--- src/rtl/ram_port_arbiter.sv ---
// Two-port arbiter in front of a single-read/single-write synchronous RAM.
// Optional grant/stall counters are enabled by defining ARB_STATS_EN.
module ram_port_arbiter #(
    parameter int unsigned ADDR_W = 8,
    parameter int unsigned DATA_W = 8,
    parameter bit          RR_EN  = 1'b1,
    parameter int unsigned CNT_W  = 16
) (
    input  logic              clk,
    input  logic              reset,
    input  logic              req0,
    input  logic              we0,
    input  logic [ADDR_W-1:0] addr0,
    input  logic [DATA_W-1:0] wdata0,
    output logic              gnt0,
    output logic              rvalid0,
    output logic [DATA_W-1:0] rdata0,
    input  logic              req1,
    input  logic              we1,
    input  logic [ADDR_W-1:0] addr1,
    input  logic [DATA_W-1:0] wdata1,
    output logic              gnt1,
    output logic              rvalid1,
    output logic [DATA_W-1:0] rdata1,
    output logic              ram_we,
    output logic [ADDR_W-1:0] ram_r_addr,
    output logic [ADDR_W-1:0] ram_w_addr,
    output logic [DATA_W-1:0] ram_w_data,
    input  logic [DATA_W-1:0] ram_r_data,
    output logic              busy
`ifdef ARB_STATS_EN
    ,
    output logic [CNT_W-1:0]  gnt_cnt0,
    output logic [CNT_W-1:0]  gnt_cnt1,
    output logic [CNT_W-1:0]  stall_cnt0,
    output logic [CNT_W-1:0]  stall_cnt1
`endif
);

    logic last_gnt;
    logic rd_pend;
    logic rd_id;
    logic rd_grant;
    logic live_pend;

    // Grant decision; last_gnt = 1 means port 1 was granted most recently.
    always_comb begin
        gnt0 = 1'b0;
        gnt1 = 1'b0;
        if (!reset) begin
            if (req0 && req1) begin
                if (RR_EN) begin
                    gnt0 = last_gnt;
                    gnt1 = ~last_gnt;
                end else begin
                    gnt0 = 1'b1;
                end
            end else begin
                gnt0 = req0;
                gnt1 = req1;
            end
        end
    end

    // RAM drive for the granted access; idle cycles present all zeros.
    always_comb begin
        ram_we     = 1'b0;
        ram_r_addr = '0;
        ram_w_addr = '0;
        ram_w_data = '0;
        if (gnt0) begin
            ram_r_addr = addr0;
            if (we0) begin
                ram_we     = 1'b1;
                ram_w_addr = addr0;
                ram_w_data = wdata0;
            end
        end else if (gnt1) begin
            ram_r_addr = addr1;
            if (we1) begin
                ram_we     = 1'b1;
                ram_w_addr = addr1;
                ram_w_data = wdata1;
            end
        end
    end

    assign rd_grant = (gnt0 & ~we0) | (gnt1 & ~we1);

    always_ff @(posedge clk) begin
        if (reset) begin
            last_gnt <= 1'b1;
            rd_pend  <= 1'b0;
            rd_id    <= 1'b0;
        end else begin
            if (gnt0) begin
                last_gnt <= 1'b0;
            end else if (gnt1) begin
                last_gnt <= 1'b1;
            end
            rd_pend <= rd_grant;
            if (rd_grant) begin
                rd_id <= gnt1;
            end
        end
    end

    // A return already in flight when reset rises is suppressed.
    assign live_pend = rd_pend & ~reset;
    assign busy      = live_pend;
    assign rvalid0   = live_pend & ~rd_id;
    assign rvalid1   = live_pend & rd_id;
    assign rdata0    = rvalid0 ? ram_r_data : '0;
    assign rdata1    = rvalid1 ? ram_r_data : '0;

`ifdef ARB_STATS_EN
    // Saturating grant and stall counters.
    always_ff @(posedge clk) begin
        if (reset) begin
            gnt_cnt0   <= '0;
            gnt_cnt1   <= '0;
            stall_cnt0 <= '0;
            stall_cnt1 <= '0;
        end else begin
            if (gnt0 && (gnt_cnt0 != '1)) begin
                gnt_cnt0 <= gnt_cnt0 + CNT_W'(1);
            end
            if (gnt1 && (gnt_cnt1 != '1)) begin
                gnt_cnt1 <= gnt_cnt1 + CNT_W'(1);
            end
            if (req0 && !gnt0 && (stall_cnt0 != '1)) begin
                stall_cnt0 <= stall_cnt0 + CNT_W'(1);
            end
            if (req1 && !gnt1 && (stall_cnt1 != '1)) begin
                stall_cnt1 <= stall_cnt1 + CNT_W'(1);
            end
        end
    end
`endif

endmodule
--- config.mk ---
export PLATFORM = sky130hd
export DESIGN_NAME = ram_port_arbiter
export DESIGN_NICKNAME = d
export VERILOG_FILES = /design/src/rtl/ram_port_arbiter.sv
export SDC_FILE = /design/constraint.sdc
export NUM_CORES = 1
export LEC_CHECK = 0
export BUFFER_PORTS_ARGS = -buffer_cell sky130_fd_sc_hd__buf_2
export CORE_MARGIN = 1.5
export CORE_UTILIZATION = 27
export DETAILED_ROUTE_END_ITERATION = 8
export MAX_ROUTING_LAYER = met4
export PLACE_DENSITY = 0.81
export SLEW_MARGIN = 20
export SYNTH_ARGS = -nofsm -noshare
export SYNTH_HDL_FRONTEND = slang
export SYNTH_SLANG_ARGS = --single-unit
export TNS_END_PERCENT = 5
--- constraint.sdc ---
create_clock -name clk -period 1.5 [get_ports clk]
set_clock_uncertainty 0.05 [all_clocks]
set_input_delay 0.15 -clock clk [delete_from_list [all_inputs] [get_ports clk]]
set_output_delay 0.15 -clock clk [all_outputs]
set_load 0.02 [all_outputs]
==> results.toml, run 1 <==
[routing]
routed_wl_mm = 2.469
wire_per_inst_um = 13.06
via_per_inst = 4.931
drc = 0
first_pass_iters = 4
postRouteAntennaNets = 0
via_count = 932
first_iter_violations = 9

[sta]
setup_violations = 25
fmax_mhz = 629.3
timing.setup.tns_ps = -1254
rsz0062_at_grt = "true"
whs_ps = 217.5
hold_viol = 0
slew_violations = 0
period_needed_ps = 1589
final.period_utilization_pct = 105.9
worstMarginPinSlew_ps = 412.8
max_slew_margin_pct = 72.48
setup_slack_ps = -89.11

[global_routing]
grt_util_all_layers_pct = 19.53
antenna_found_initial = 0
grt_pass1_vias = 722
gr-total-overflow = 0
grt_max_degree = 18
grt_pass1_wl_mm = 3.022

[logic_synthesis]
synth-edff-count = 0
synth_common_cells = "24 x a22o_1, 9 x and2_1, 8 x and3_1, 4 x nor2b_1"
async_reset_ff_share_pct = 0
netlist_instances = 68
netlist_top_cells_area = "a22o_1 38%, dfxtp_1 11%, and2_1 10%"
synth.most_common_cell = "a22o_1"
ys_seq_elements = 3
synthesis.area_um2 = 550.5
yosysUniqueCellTypes = 19
syn-num-nets = 114
synth_top_area_share_pct = 38.18
yosysTopAreaCell = "a22o_1"
avgSynthCellArea_um2 = 8.096
ys_seq_area_share_pct = 10.91
synth_flop_cell = "dfxtp_1"
ys_warn_count = 0

[cts]
cts_tree = "built"
hold_buffers = 0
numCtsBuffers = 3
cts_max_level = 1
clockRootBuffer = "clkbuf_4"
clkSinkCount = 3
cts.clk_slew.worst_paths_ps = 40
worstSkewPairLatency_ps = 230
post_cts_buffers = 0
cts_max_path_buffers = 2

[worst_setup_path]
path_max_fanout = 8
start_kind = "flop"
crit_path_end_kind = "output pin"
path_class = "flop to output pin"
rrSetupSlack_ps = 420
cp.required_ps = 1300
cp.arrival_ps = 1390

[worst_hold_path]
hp-class = "input pin to flop"

[cells_and_area]
nFillCells = 181
regArea_um2 = 63.81
num-nets-final = 209
postLayoutCoreUtil_pct = 61.15
layout-drive-gt1-share_pct = 67.28
area_delta_synth_final_pct = 115.7
multi_input_area_um2 = 491.7
instances_no_fill = 189
antennaDiodeCount = 0

[run_status]
status = "finished, violations left"
failed_checks = "setup timing"

[die]
die_h_um = 48.16
ios = 92
dieArea_um2 = 2319
rows = 16
die_width_um = 48.16
core-area_um2 = 1942
start_util_pct = 28.35

[power]
power.density_nw_per_um2 = 453.7
vdd.ir_drop.worst_uv = 357.0
p_leak_nw = 0.7296

[place]
gp_congestion = 0.6255
portBuffers = 91
placed_cells = 183

[flow_run]
drv_cap = 0
-- worst paths after layout --
kind | depth (start not counted) | endpoint | start
max | 4 | ram_w_addr[2] | last_gnt$_SDFFE_PP1P_
min | 3 | last_gnt$_SDFFE_PP1P_ | req1
min reg2reg | 2 | last_gnt$_SDFFE_PP1P_ | last_gnt$_SDFFE_PP1P_
max reg2reg | 3 | rd_id$_SDFFE_PP0P_ | last_gnt$_SDFFE_PP1P_
-- state kept, by name, summed over array words and instances (netlist names) --
| register | cells |
|---|---|
| last_gnt | 1 |
| rd_id | 1 |
| rd_pend | 1 |
-- power breakdown --
part | internal [mW] | switching [mW] | total [mW]
clock network | 0.0996 | 0.0411 | 0.141
logic | 0.147 | 0.157 | 0.304
registers | 0.0856 | 0.00818 | 0.0938
-- what timing repair did --
| item | CTS | global route |
|---|---|---|
| pin swaps | 2 | 2 |
| setup endpoints to repair | 34 | 33 |
| resized for setup | 22 | 12 |
| cloned | 2 | 0 |
-- area by class of cell --
cell class                      instances  area share (%)
Timing Repair Buffer                   95           47.84
Sequential cell                         3           5.374
Multi-Input combinational cell         59           41.41
Tap cell                               27           2.845
Clock buffer                            4           2.213
Inverter                                1          0.3161
-- kinds of logic (layout without fill, tap and decap cells) --
logic type	count (synthesis)	in the layout	synth area share [%]
AOI/OAI and AO/OA	28	28	43.64
DFF	3	3	10.91
buffers and inverters	8	100	8.635
and+or+nand+nor	29	31	36.82
-- metal layers --
layer	up-vias	wire length, µm	GRT usage (%)
met4	0	27	10.27
met3	2	97	2.222
met2	43	1339	34.47
met1	425	1005	21.11
met5	-	0	-
li1	462	-	-
-- critical path, cell delays in order, from the launching register on --
cell	delay, ps
dfxtp_4	370
nand2_2	90
and4b_2	290
a22o_1	260
buf_4	160
-- through the flow --
stage                     area [µm²]  setup WS [ps]  power [mW]
after global placement          1039         -35.09      0.3573
after floorplan                550.5          88.04      0.2378
after detailed placement        1039         -77.58      0.3643
after CTS                       1152         -84.22      0.5349
after global routing            1187         -144.6      0.5774
final                           1187         -89.11      0.5387
-- cell usage in the layout, fill, tap and decap left out, types with 2 or more instances in the layout --
cell type  count
buf_2         75
a22o_1        24
buf_4         11
and2_1         9
and3_1         8
buf_6          8
clkbuf_4       3
nand2b_1       2
nor2b_4        2
nor2b_1        2
and4b_2        2
dfxtp_1        2
(Power assumes the default switching activity.)
==> inputs of run 2 (changes only) <==
CTS_BUF_LIST = sky130_fd_sc_hd__clkbuf_16   (was unset)
TNS_END_PERCENT = 30   (was 5)
==> results.toml, run 2 (same netlist as run 1, synthesis figures left out) <==
[sta]
max_slew_margin_pct = 73.19
setup_violations = 17
fmax_mhz = 631.5
period_needed_ps = 1584
setup_slack_ps = -83.50
final.period_utilization_pct = 105.6
rsz0062_at_grt = "true"
worstMarginPinSlew_ps = 402.1
slew_violations = 0
hold_viol = 0

[worst_setup_path]
cp_slowest_cell = "dfxtp_4"
reg2regPathDepth = 3
path_cells = "nor2b_4 -> nor4b_4 -> buf_12 -> a22o_1 -> buf_6"
cp.arrival_ps = 1380
r2r-start = "last_gnt$_SDFFE_PP1P_"
rrSetupSlack_ps = 430
path_class = "flop to output pin"
path_max_fanout = 17
start_kind = "flop"
cp-startpoint = "last_gnt$_SDFFE_PP1P_"
reg2reg_to = "rd_id$_SDFFE_PP0P_"
crit_end = "ram_w_data[3]"
cp_slowest_stage_delay_ps = 370
cp.required_ps = 1300
crit_path_end_kind = "output pin"

[routing]
via_per_inst = 5.026
first_iter_violations = 13
postRouteAntennaNets = 0
routed_wl_mm = 2.650
drc = 0
via_count = 950
wire_per_inst_um = 14.02
first_pass_iters = 4

[cells_and_area]
mostFrequentLayoutCell = "buf_2"
num-nets-final = 209
finish.instance_area_um2 = 1244
postLayoutCoreUtil_pct = 64.05
nFillCells = 174
layout-drive-gt1-share_pct = 67.28
instances_no_fill = 189
area_delta_synth_final_pct = 125.9
antennaDiodeCount = 0
largestRegisters = "last_gnt x1, rd_id x1, rd_pend x1"
final_cell_mix = "75 x buf_2, 24 x a22o_1, 10 x buf_4"

[cts]
numCtsBuffers = 3
cts.clk_slew.worst_paths_ps = 30
clockRootBuffer = "clkbuf_16"
cts_max_path_buffers = 2
cts_tree = "built"
post_cts_buffers = 0
clkSinkCount = 3
worstSkewPairLatency_ps = 220
cts_max_level = 1

[place]
portBuffers = 91
preCtsSetupSlack_ps = -77.58
place_area_um2 = 1039
placed_cells = 183
gp_congestion = 0.6255

[die]
ios = 92
die_width_um = 48.16
dieArea_um2 = 2319
die_h_um = 48.16
core-area_um2 = 1942
start_util_pct = 28.35
rows = 16

[flow_run]
drv_cap = 0

[run_status]
status = "finished, violations left"
failed_checks = "setup timing"

[power]
power.density_nw_per_um2 = 655.7
p_leak_nw = 0.7576
p_total_mw = 0.8155
vdd.ir_drop.worst_uv = 1254

[global_routing]
grt_max_degree = 18
gr-total-overflow = 0
grt_pass1_vias = 713
grt_pass1_wl_mm = 3.042
grt_util_all_layers_pct = 20.23
antenna_found_initial = 0

[worst_hold_path]
hp-class = "input pin to flop"
==> run 2: report_power, final <==
part / leakage (nW) / total, mW / internal [mW] / switching [mW]
combinational: 0.690 / 0.306 / 0.148 / 0.159
sequential: 0.0249 / 0.0941 / 0.0857 / 0.00835
clock: 0.0423 / 0.415 / 0.344 / 0.0714
total: 0.758 / 0.816 / 0.577 / 0.238
==> run 2: worst min path at each step <==
stage               slack (ps)   from  depth (start not counted)                     to
CTS                        190   req1                          3  last_gnt$_SDFFE_PP1P_
global route               230   req1                          3  last_gnt$_SDFFE_PP1P_
global placement           370   req1                          3  last_gnt$_SDFFE_PP1P_
floorplan                  200  reset                          1  last_gnt$_SDFFE_PP1P_
finish                     210   req1                          3  last_gnt$_SDFFE_PP1P_
detailed placement         390   req1                          3  last_gnt$_SDFFE_PP1P_
==> run 2: critical path, delay by kind of cell, from the launching register on <==
family	cells	cell delay (ps)
buffers and inverters	2	310
AO/OA/AOI/OAI	1	170
flip-flops	1	370
AND/OR/NAND/NOR	2	310
==> run 2: stage by stage <==
stage               TNS (ps)  hold WS [ps]
floorplan                  0         201.5
global placement      -489.0         372.8
detailed placement     -1165         388.3
CTS                    -1141         191.3
global route           -2748         232.9
finish                -965.7         213.8
==> run 2: cell type report <==
| type | count | area (µm²) | area share (%) |
|---|---|---|---|
| clock inverters | 1 | 3.754 | 0.3018 |
| clock buffers | 3 | 75.07 | 6.036 |
| multi-input cells | 59 | 491.7 | 39.54 |
| flip-flops and latches | 3 | 63.81 | 5.131 |
| well taps | 27 | 33.78 | 2.716 |
| repair buffers | 95 | 571.8 | 45.98 |
| inverters | 1 | 3.754 | 0.3018 |
==> run 2: what timing repair did <==
item / CTS / global route
endpoints found under the setup margin: 34 / 33
pin swaps: 1 / 5
hold buffers: 0 / 0
resized for setup: 18 / 17
cloned: 1 / 1
==> run 2: layer usage <==
layer,GRT usage [%],up-vias,wire [µm]
li1,-,460,-
met1,21.56,431,1035
met2,33.95,51,1398
met3,3.333,8,125
met4,13.51,0,91
met5,-,-,0
